File: src/rtl/dn_loader_if.sv
// Download bus between hps_io's ioctl port, the loader and the core write port.
// The loader sits on the slave side; hps_io and the core together form the master side.
interface dn_loader_if;
    logic        ioctl_download;
    logic        ioctl_wr;
    logic [24:0] ioctl_addr;
    logic [7:0]  ioctl_dout;
    logic [7:0]  ioctl_index;
    logic        ioctl_wait;
    logic        dn_valid;
    logic        dn_ready;
    logic [1:0]  dn_target;
    logic [16:0] dn_addr;
    logic [7:0]  dn_data;

    modport master (
        output ioctl_download, ioctl_wr, ioctl_addr, ioctl_dout, ioctl_index, dn_ready,
        input  ioctl_wait, dn_valid, dn_target, dn_addr, dn_data
    );

    modport slave (
        input  ioctl_download, ioctl_wr, ioctl_addr, ioctl_dout, ioctl_index, dn_ready,
        output ioctl_wait, dn_valid, dn_target, dn_addr, dn_data
    );
endinterface

File: src/rtl/dn_loader.sv
// Routes downloaded bytes to the BIOS, sprite or music region with valid/ready
// back-pressure, tracks errors and byte count, and stretches the core reset after a BIOS load.
module dn_loader #(
    parameter int BIOS_AW    = 16,
    parameter int SPR_AW     = 14,
    parameter int MUS_AW     = 17,
    parameter int RESET_HOLD = 16
) (
    input  logic        clk_sys,
    input  logic        reset,
    dn_loader_if.slave  io,
    output logic        core_reset,
    output logic        done,
    output logic [7:0]  done_index,
    output logic [17:0] bytes_loaded,
    output logic        range_err,
    output logic        overrun_err
);
    localparam int CNT_W = (RESET_HOLD > 1) ? $clog2(RESET_HOLD + 1) : 1;

    localparam logic [1:0] T_BIOS = 2'd0;
    localparam logic [1:0] T_SPR  = 2'd1;
    localparam logic [1:0] T_MUS  = 2'd2;
    localparam logic [1:0] T_NONE = 2'd3;

    typedef enum logic [2:0] {S_IDLE, S_ACTIVE, S_PEND, S_FLUSH, S_HOLD} state_t;

    state_t             state, nxt;
    logic               download_p1;
    logic [1:0]         tgt_p0;
    logic [1:0]         dn_target_r;
    logic [16:0]        dn_addr_r;
    logic [7:0]         dn_data_r;
    logic [CNT_W-1:0]   hold_cnt;
    logic               dl_rise;
    logic               start, take, drop_rng, overrun, accept, finish;
    logic               core_reset_nxt;
    logic [1:0]         tgt_next;

    function automatic logic [1:0] decode_target(input logic [7:0] idx);
        case (idx)
            8'd0, 8'd1: decode_target = T_BIOS;
            8'd3:       decode_target = T_SPR;
            8'd4:       decode_target = T_MUS;
            default:    decode_target = T_NONE;
        endcase
    endfunction

    function automatic logic in_range(input logic [1:0] tgt, input logic [24:0] addr);
        case (tgt)
            T_BIOS:  in_range = (addr >> BIOS_AW) == 25'd0;
            T_SPR:   in_range = (addr >> SPR_AW) == 25'd0;
            T_MUS:   in_range = (addr >> MUS_AW) == 25'd0;
            default: in_range = 1'b0;
        endcase
    endfunction

    function automatic logic [17:0] sat_inc(input logic [17:0] v);
        sat_inc = (&v) ? v : v + 18'd1;
    endfunction

    assign dl_rise = io.ioctl_download && !download_p1;

    always_ff @(posedge clk_sys or posedge reset) begin
        if (reset) state <= S_IDLE;
        else       state <= nxt;
    end

    always_comb begin
        nxt      = state;
        start    = 1'b0;
        take     = 1'b0;
        drop_rng = 1'b0;
        overrun  = 1'b0;
        accept   = 1'b0;
        finish   = 1'b0;
        case (state)
            S_IDLE: begin
                if (dl_rise) begin
                    start = 1'b1;
                    nxt   = S_ACTIVE;
                end
            end
            S_ACTIVE: begin
                if (!io.ioctl_download) begin
                    finish = 1'b1;
                end else if (io.ioctl_wr) begin
                    if (tgt_p0 != T_NONE && in_range(tgt_p0, io.ioctl_addr)) begin
                        take = 1'b1;
                        nxt  = S_PEND;
                    end else if (tgt_p0 != T_NONE) begin
                        drop_rng = 1'b1;
                    end
                end
            end
            S_PEND: begin
                overrun = io.ioctl_wr;
                if (io.dn_ready) begin
                    accept = 1'b1;
                    // A close coinciding with the final acceptance finishes directly.
                    if (!io.ioctl_download) finish = 1'b1;
                    else                    nxt    = S_ACTIVE;
                end else if (!io.ioctl_download) begin
                    nxt = S_FLUSH;
                end
            end
            S_FLUSH: begin
                if (io.dn_ready) begin
                    accept = 1'b1;
                    finish = 1'b1;
                end
            end
            S_HOLD: begin
                if (dl_rise) begin
                    start = 1'b1;
                    nxt   = S_ACTIVE;
                end else if (hold_cnt == '0) begin
                    nxt = S_IDLE;
                end
            end
            default: nxt = S_IDLE;
        endcase
        if (finish) nxt = (tgt_p0 == T_BIOS) ? S_HOLD : S_IDLE;

        tgt_next       = start ? decode_target(io.ioctl_index) : tgt_p0;
        core_reset_nxt = (nxt == S_HOLD) ||
                         ((tgt_next == T_BIOS) &&
                          (nxt == S_ACTIVE || nxt == S_PEND || nxt == S_FLUSH));
    end

    // Registered core_reset mirrors the state, so it drops one cycle after reset releases.
    always_ff @(posedge clk_sys or posedge reset) begin
        if (reset) begin
            download_p1  <= 1'b0;
            tgt_p0       <= T_NONE;
            dn_target_r  <= 2'd0;
            dn_addr_r    <= 17'd0;
            dn_data_r    <= 8'd0;
            hold_cnt     <= '0;
            core_reset   <= 1'b1;
            done         <= 1'b0;
            done_index   <= 8'd0;
            bytes_loaded <= 18'd0;
            range_err    <= 1'b0;
            overrun_err  <= 1'b0;
        end else begin
            download_p1 <= io.ioctl_download;
            core_reset  <= core_reset_nxt;
            done        <= finish;
            if (start) begin
                tgt_p0       <= decode_target(io.ioctl_index);
                done_index   <= io.ioctl_index;
                bytes_loaded <= 18'd0;
                range_err    <= 1'b0;
                overrun_err  <= 1'b0;
            end
            if (take) begin
                dn_target_r <= tgt_p0;
                dn_addr_r   <= io.ioctl_addr[16:0];
                dn_data_r   <= io.ioctl_dout;
            end
            if (drop_rng) range_err    <= 1'b1;
            if (overrun)  overrun_err  <= 1'b1;
            if (accept)   bytes_loaded <= sat_inc(bytes_loaded);
            if (finish)
                hold_cnt <= CNT_W'(RESET_HOLD);
            else if (state == S_HOLD && hold_cnt != '0)
                hold_cnt <= hold_cnt - 1'b1;
        end
    end

    assign io.dn_valid   = (state == S_PEND) || (state == S_FLUSH);
    assign io.ioctl_wait = (state == S_PEND) || (state == S_FLUSH);
    assign io.dn_target  = dn_target_r;
    assign io.dn_addr    = dn_addr_r;
    assign io.dn_data    = dn_data_r;
endmodule

File: src/flat_wrapper.sv
// flat-port wrapper written by rule: the top's interface ports become plain ports
module dn_loader_flat 
#(
    parameter int BIOS_AW    = 16,
    parameter int SPR_AW     = 14,
    parameter int MUS_AW     = 17,
    parameter int RESET_HOLD = 16
)
  (clk_sys, reset, core_reset, done, done_index, bytes_loaded, range_err, overrun_err, io_ioctl_download, io_ioctl_wr, io_ioctl_addr, io_ioctl_dout, io_ioctl_index, io_dn_ready, io_ioctl_wait, io_dn_valid, io_dn_target, io_dn_addr, io_dn_data);
  dn_loader_if io_i ();
  input  logic clk_sys;
  input  logic reset;
  output logic core_reset;
  output logic done;
  output logic [7:0] done_index;
  output logic [17:0] bytes_loaded;
  output logic range_err;
  output logic overrun_err;
  input wire logic [$bits(io_i.ioctl_download)-1:0] io_ioctl_download;
  input wire logic [$bits(io_i.ioctl_wr)-1:0] io_ioctl_wr;
  input wire logic [$bits(io_i.ioctl_addr)-1:0] io_ioctl_addr;
  input wire logic [$bits(io_i.ioctl_dout)-1:0] io_ioctl_dout;
  input wire logic [$bits(io_i.ioctl_index)-1:0] io_ioctl_index;
  input wire logic [$bits(io_i.dn_ready)-1:0] io_dn_ready;
  output wire logic [$bits(io_i.ioctl_wait)-1:0] io_ioctl_wait;
  output wire logic [$bits(io_i.dn_valid)-1:0] io_dn_valid;
  output wire logic [$bits(io_i.dn_target)-1:0] io_dn_target;
  output wire logic [$bits(io_i.dn_addr)-1:0] io_dn_addr;
  output wire logic [$bits(io_i.dn_data)-1:0] io_dn_data;
  assign io_i.ioctl_download = io_ioctl_download;
  assign io_i.ioctl_wr = io_ioctl_wr;
  assign io_i.ioctl_addr = io_ioctl_addr;
  assign io_i.ioctl_dout = io_ioctl_dout;
  assign io_i.ioctl_index = io_ioctl_index;
  assign io_i.dn_ready = io_dn_ready;
  assign io_ioctl_wait = io_i.ioctl_wait;
  assign io_dn_valid = io_i.dn_valid;
  assign io_dn_target = io_i.dn_target;
  assign io_dn_addr = io_i.dn_addr;
  assign io_dn_data = io_i.dn_data;
  dn_loader #(.BIOS_AW(BIOS_AW), .SPR_AW(SPR_AW), .MUS_AW(MUS_AW), .RESET_HOLD(RESET_HOLD)) u_core (.clk_sys(clk_sys), .reset(reset), .io(io_i), .core_reset(core_reset), .done(done), .done_index(done_index), .bytes_loaded(bytes_loaded), .range_err(range_err), .overrun_err(overrun_err));
endmodule
File: config.mk
export PLATFORM = sky130hd
export DESIGN_NAME = dn_loader_flat
export DESIGN_NICKNAME = d
export VERILOG_FILES = /design/src/rtl/dn_loader_if.sv /design/src/rtl/dn_loader.sv /design/src/flat_wrapper.sv
export SDC_FILE = /design/constraint.sdc
export NUM_CORES = 1
export LEC_CHECK = 0
export ABC_CLOCK_PERIOD_IN_PS = 4500
export BUFFER_PORTS_ARGS = -buffer_cell sky130_fd_sc_hd__clkbuf_2
export CAP_MARGIN = 20
export CORE_MARGIN = 2
export CORE_UTILIZATION = 45
export CTS_CLUSTER_SIZE = 14
export DETAILED_ROUTE_END_ITERATION = 10
export GPL_TIMING_DRIVEN = 0
export PLACE_DENSITY_LB_ADDON = 0.08
export REMOVE_ABC_BUFFERS = 1
export SETUP_SLACK_MARGIN = 0.02
export SLEW_MARGIN = 30
export SYNTH_ARGS = -nofsm -noshare
export SYNTH_HDL_FRONTEND = slang
export SYNTH_SLANG_ARGS = --single-unit
File: constraint.sdc
create_clock -name clk_sys -period 4.5 [get_ports clk_sys]
set_input_delay 0.9 -clock clk_sys [delete_from_list [all_inputs] [get_ports clk_sys]]
set_output_delay 0.9 -clock clk_sys [all_outputs]
set_load 0.02 [all_outputs]
Yosys cells after proc, flatten, opt, wreduce, memory -nomap -nowiden
Index checks and enable logic that the tools add are counted.
{"block": "totals", "out_inout_bits": 59, "register_bits": 68}
{"block": "op_classes", "mux": 43, "n_eq_ne": 15, "n_addsub": 2, "reduce_logical": 27}
{"cell": "$logic_not A25 Y1", "count": 3}
{"cell": "$mux W18", "count": 3}
{"cell": "$mux W3", "count": 11}
{"cell": "$mux W1", "count": 22}
{"cell": "$add A18 B1 Y18 const B", "count": 1}
{"cell": "$reduce_and A18 Y1", "count": 1}
{"cell": "$pmux W3 S5", "count": 1}
{"cell": "$eq A3 B2 Y1 const B", "count": 4}
{"cell": "$mux W5", "count": 2}
{"cell": "$eq A8 B1 Y1 const B", "count": 1}
{"cell": "$eq A8 B2 Y1 const B", "count": 1}
{"cell": "$eq A8 B3 Y1 const B", "count": 1}
{"cell": "$logic_not A8 Y1", "count": 1}
{"cell": "$reduce_bool A2 Y1", "count": 4}
{"cell": "$eq A3 B1 Y1 const B", "count": 2}
{"cell": "$eq A3 B3 Y1 const B", "count": 2}
{"cell": "$pmux W1 S3", "count": 2}
{"cell": "$pmux W2 S3", "count": 1}
{"cell": "$reduce_or A2 Y1", "count": 3}
{"cell": "$logic_not A5 Y1", "count": 1}
{"cell": "$reduce_bool A5 Y1", "count": 1}
{"cell": "$sub A5 B1 Y5 const B", "count": 1}
{"cell": "$logic_and A1 B1 Y1", "count": 4}
{"cell": "$logic_not A2 Y1", "count": 2}
{"cell": "8 further kinds", "count": 12}

Logic depth before layout (Yosys ltp)
{"block": "logic_depth", "depth_word": 16, "mapped_depth": 7, "mapped_depth_nobuf": 7}

Worst setup path before layout
Ideal clock, no wire load.
{"block": "synth_timing", "path_kind": "input port to flip-flop", "startpoint": "input port io_ioctl_addr[17]", "endpoint": "register u_core.dn_data_r[0], in the netlist u_core.io.dn_data[0]", "slack_ns": 2.061, "t_arrival_ns": 2.314, "stages": 6, "required_ns": 4.375, "path_cell_list": "nor4_1 > nand4_1 > or4_4 > buf_6 > buf_6 > mux2_4"}
{"block": "synth_via", "elab_chain_cells": 10}
{"element": "start, declared", "line_no": "flat_wrapper.sv:21", "rtl": "input wire logic [$bits(io_i.ioctl_addr)-1:0] io_ioctl_addr;"}
{"element": "$logic_not A25 Y1 (on tied branches)", "line_no": "dn_loader.sv:53, dn_loader.sv:51, dn_loader.sv:52"}
{"element": "$pmux W1 S3 (*)", "line_no": "dn_loader.sv:50", "rtl": "case (tgt)"}
{"element": "$mux W1 (*)", "line_no": "dn_loader.sv:87", "rtl": "end else if (io.ioctl_wr) begin"}
{"element": "$mux W1 (*)", "line_no": "dn_loader.sv:85", "rtl": "if (!io.ioctl_download) begin"}
{"element": "$mux W1 (*)", "line_no": "dn_loader.sv:77", "rtl": "case (state)"}
{"element": "$logic_and A1 B1 Y1 (*)", "line_no": "dn_loader.sv:88", "rtl": "if (tgt_p0 != T_NONE && in_range(tgt_p0, io.ioctl_addr)) begin"}
{"element": "$mux W1 (*)", "line_no": "dn_loader.sv:88"}
{"element": "$mux W1 (*)", "line_no": "dn_loader.sv:87"}
{"element": "$mux W1 (*)", "line_no": "dn_loader.sv:85"}
{"element": "$mux W1 (*)", "line_no": "dn_loader.sv:77"}
{"element": "end signal, assigned", "line_no": "dn_loader.sv:160", "rtl": "dn_data_r <= io.ioctl_dout;"}
{"element": "end, declared", "line_no": "dn_loader.sv:33", "rtl": "logic [7:0] dn_data_r;"}
Every way passes the cells marked *; elsewhere a longest branch is shown, timed or not. The select of a mux whose other input is x is not followed.
A chain may end at the register's enable or synchronous reset.

Worst setup path after layout
{"block": "layout_timing", "startpoint": "input port io_ioctl_download", "endpoint": "register u_core.bytes_loaded[17]"}
{"block": "layout_via", "elab_chain_cells": 5}
{"element": "start, declared", "line_no": "flat_wrapper.sv:19", "rtl": "input wire logic [$bits(io_i.ioctl_download)-1:0] io_ioctl_download;"}
{"element": "$logic_and A1 B1 Y1", "line_no": "dn_loader.sv:62", "rtl": "assign dl_rise = io.ioctl_download && !download_p1;"}
{"element": "$mux W1", "line_no": "dn_loader.sv:79, dn_loader.sv:114"}
{"element": "$mux W1"}
{"element": "$reduce_bool A2 Y1 (no line)"}
{"element": "$reduce_and A2 Y1 (no line)"}
{"element": "end signal, assigned", "line_no": "dn_loader.sv:164", "rtl": "if (accept) bytes_loaded <= sat_inc(bytes_loaded);"}
{"element": "end, declared", "line_no": "dn_loader.sv:15", "rtl": "output logic [17:0] bytes_loaded,"}
Every way passes these cells.

==> out/metrics.csv <==
stage,metric,value,unit
worst_setup_path,"Arr. time, crit path",2.61,ns
cts,clk sinks,68,
floorplanning,row count,30,
worst_setup_path,Critical-path top delay cell,or4b_1,
finish,final net count,432,
grt,global-route wire length before repair,10940,µm
worst_setup_path,worst setup path category,input pin to flop,
synth,share of async-settable or async-resettable flops after synthesis,100.0,%
grt,largest net degree at the start of global routing,38,
worst_setup_path,cells along the critical path,clkbuf_2 > or4b_1 > a21oi_4 > o2111ai_1 > xor2_1 > nor2_1,
worst_setup_path,Register-to-Register Path Depth,5,
worst_setup_path,Critical Path Start Type,input pin,
cts,CTS tree,done,
timing,Final Cycle Share,53.51,%
synth,Yosys cell types,48,
placement,HPWL after DPL,4772,µm
finish,synthesis-to-layout area growth,25.90,%
synth,Mapped Avg Cell Area,11.17,µm²
synth,Syn. warnings,0,
routing,Vias,2441,
timing,worst slew pin tran,0.6913,ns
synth,number of synthesized flops with an enable pin,0,
worst_setup_path,CP max FO,19,
floorplanning,Initial Util,46.35,%
floorplanning,# IOs,105,
timing,Slew headroom,53.91,%
cts,Post-CTS Setup Inserts,0,
synth,Main synth FF type,dfrtp_1,
placement,global placement routability congestion,0.7580,
floorplanning,core area,6794,µm²
routing,Detail Route Antenna Nets,0,
grt,antenna violations before repair,0,
cts,worst skew pair latency,0.33,ns
placement,number of port buffers,104,
hold_path,hold path depth,2,
synth,cells after synthesis,282,
hold_path,Hold WC Path Type,flop to flop,
timing,Fin. Hold Viols,0,
timing,Final Slew Violations,0,
synth,Synth Cell Area,3149,µm²
timing,RSZ-0062 raised after global routing,false,
finish,share of layout cells above drive strength 1,41.39,%
timing,clk_skew,0.003803,ns
floorplanning,Die Ht,87.66,µm
cts,hold buffers post-CTS,0,
grt,remaining global-route overflow,0,
worst_setup_path,crit-path max cell delay,0.80,ns
outcome,run status,completed,
power_and_ir_drop,total power,1.374,mW
synth,Seq cells post-synth,68,
finish,diode count,0,
power_and_ir_drop,Pwr Density,346.6,nW/µm²
cts,H-tree lvl count,3,
cts,Clock Pin Slew Worst Setup and Hold Paths,0.07,ns
routing,Vias/cell,5.033,
cts,clk root buf,clkbuf_8,
routing,DRT iter0 DRCs,97,
synth,register area share after synthesis,54.15,%
timing,min Tclk post-route,2.408,ns
routing,drt pass-1 iters,4,
routing,DRC Markers,0,
cts,Num CTS Buffers,9,
timing,achievable clock frequency,415.3,MHz
run,Max-Cap Viols,0,
worst_setup_path,required time of the worst setup path,4.70,ns
grt,GRT Total Usage,18.22,%
floorplanning,die width,87.66,µm
cts,clk buf depth,2,
timing,setup violators final,0,
routing,drt total wl,6596,µm
power_and_ir_drop,Peak VDD IR,0.2314,mV
worst_setup_path,crit end category,flop,
timing,setup TNS after final layout,0,ns
grt,vias in the first global route,2311,
floorplanning,die area,7683,µm²
cts,CTS resizes,0,
power_and_ir_drop,Leak,2.085,nW
routing,routed length per instance,13.60,µm
registers in the layout (all words and copies together) (netlist names), 2 cells and up:
register	flops
u_core.hold_cnt	5
u_core.done_index	8
u_core.io.dn_addr	17
u_core.state	3
u_core.bytes_loaded	18
u_core.tgt_p0	2
u_core.io.dn_target	2
u_core.io.dn_data	8
stage by stage:
stage / hold WS (ns) / instances / util [%] / area [µm²] / setup slack [ns]
2_1_floorplan: 0.4760 / 268 / - / 3065 / 1.893
3_3_place_gp: 0.4579 / 468 / 54.55 / 3706 / 1.013
3_5_place_dp: 0.4656 / 469 / 54.88 / 3729 / 1.710
4_1_cts: 0.4894 / 485 / 58.34 / 3964 / 2.065
5_1_grt: 0.5076 / 485 / 58.36 / 3965 / 1.956
6_report: 0.4879 / 485 / 58.36 / 3965 / 2.092
per-layer routing:
metal	track usage, %	vias up	share of wire [%]
li1	-	1191	-
met1	25.92	1161	46
met2	26.24	80	45
met3	5.655	9	7.2
met4	6.713	0	1.5
met5	0	-	0
where the power goes:
group	leakage (nW)	internal (mW)	switching [mW]
Sequential	0.917	0.638	0.0207
Combinational	1.06	0.0507	0.0852
Clock	0.112	0.343	0.236
Total	2.08	1.03	0.342
critical path, delay by kind of cell:
kind,cells,cell delay [ns]
and+or+nand+nor,2,0.86
xor gates and xnor gates,1,0.17
buffers and inverters,1,0.15
AOI/OAI and AO/OA,2,0.54
layout by cell type, fill, tap and decap left out, drive strengths merged, types with 6 or more instances in the layout:
master / synthesis / final
nor2: 30 / 30
dfrtp: 65 / 65
nor3: 8 / 8
inv: 9 / 9
nand4: 6 / 6
o21ai: 6 / 6
xnor2: 9 / 9
a21oi: 8 / 8
xor2: 7 / 7
nand2: 33 / 33
clkbuf: 6 / 115
mux2: 27 / 27
worst paths after layout:
kind                                           start                 endpoint  slack (ns)
worst min register to register  u_core.done_index[7]     u_core.done_index[7]        0.49
worst max register to register       u_core.state[0]  u_core.bytes_loaded[17]        2.26
worst min-delay path            u_core.done_index[7]     u_core.done_index[7]        0.49
max in group asynchronous                      reset  u_core.bytes_loaded[13]        3.41
worst max-delay path               io_ioctl_download  u_core.bytes_loaded[17]        2.09
min in group asynchronous                      reset    u_core.io.dn_addr[10]        0.57
cell usage after synthesis (2+ instances only):
| master | count | area, µm² |
|---|---|---|
| a2111oi_0 | 2 | 17.52 |
| a21o_1 | 2 | 15.01 |
| a21oi_1 | 7 | 35.03 |
| a22o_1 | 2 | 17.52 |
| a31oi_1 | 2 | 12.51 |
| and3_1 | 5 | 31.28 |
| buf_2 | 4 | 20.02 |
| buf_6 | 3 | 33.78 |
| clkbuf_1 | 6 | 22.52 |
| dfrtp_1 | 65 | 1627 |
| dfstp_2 | 3 | 78.83 |
| ha_1 | 2 | 25.02 |
| inv_1 | 9 | 33.78 |
| mux2_2 | 19 | 214.0 |
| mux2_4 | 8 | 120.1 |
| mux2i_1 | 4 | 40.04 |
| nand2_1 | 33 | 123.9 |
| nand2b_1 | 4 | 25.02 |
| nand3_1 | 5 | 25.02 |
| nand4_1 | 6 | 37.54 |
| nor2_1 | 30 | 112.6 |
| nor3_1 | 8 | 40.04 |
| nor4_1 | 4 | 25.02 |
| o2111ai_1 | 3 | 26.28 |
| o21ai_0 | 6 | 30.03 |
| o311ai_1 | 3 | 26.28 |
| or2_2 | 2 | 12.51 |
| xnor2_1 | 9 | 78.83 |
| xor2_1 | 7 | 61.31 |
final cells by class:
class                   count  area [µm²]
multi-input cells         191        1328
inverters                   9       36.28
repair buffers            105       540.5
clock inverters             5       83.83
fillers                   598        2829
clock buffers              11       151.4
well taps                  96       120.1
flip-flops and latches     68        1705
cell families (layout without fill, tap and decap cells):
| logic type | after synthesis | after routing | synth area share, % |
|---|---|---|---|
| simple gates | 107 | 107 | 16.57 |
| flops | 68 | 68 | 54.15 |
| compound gates | 35 | 35 | 8.424 |
| mux | 31 | 31 | 11.88 |
| buf+inv | 23 | 130 | 3.735 |
| xor+xnor | 16 | 16 | 4.450 |
| fa+ha+maj | 2 | 2 | 0.7945 |
Power figures use the tool's default switching activity.
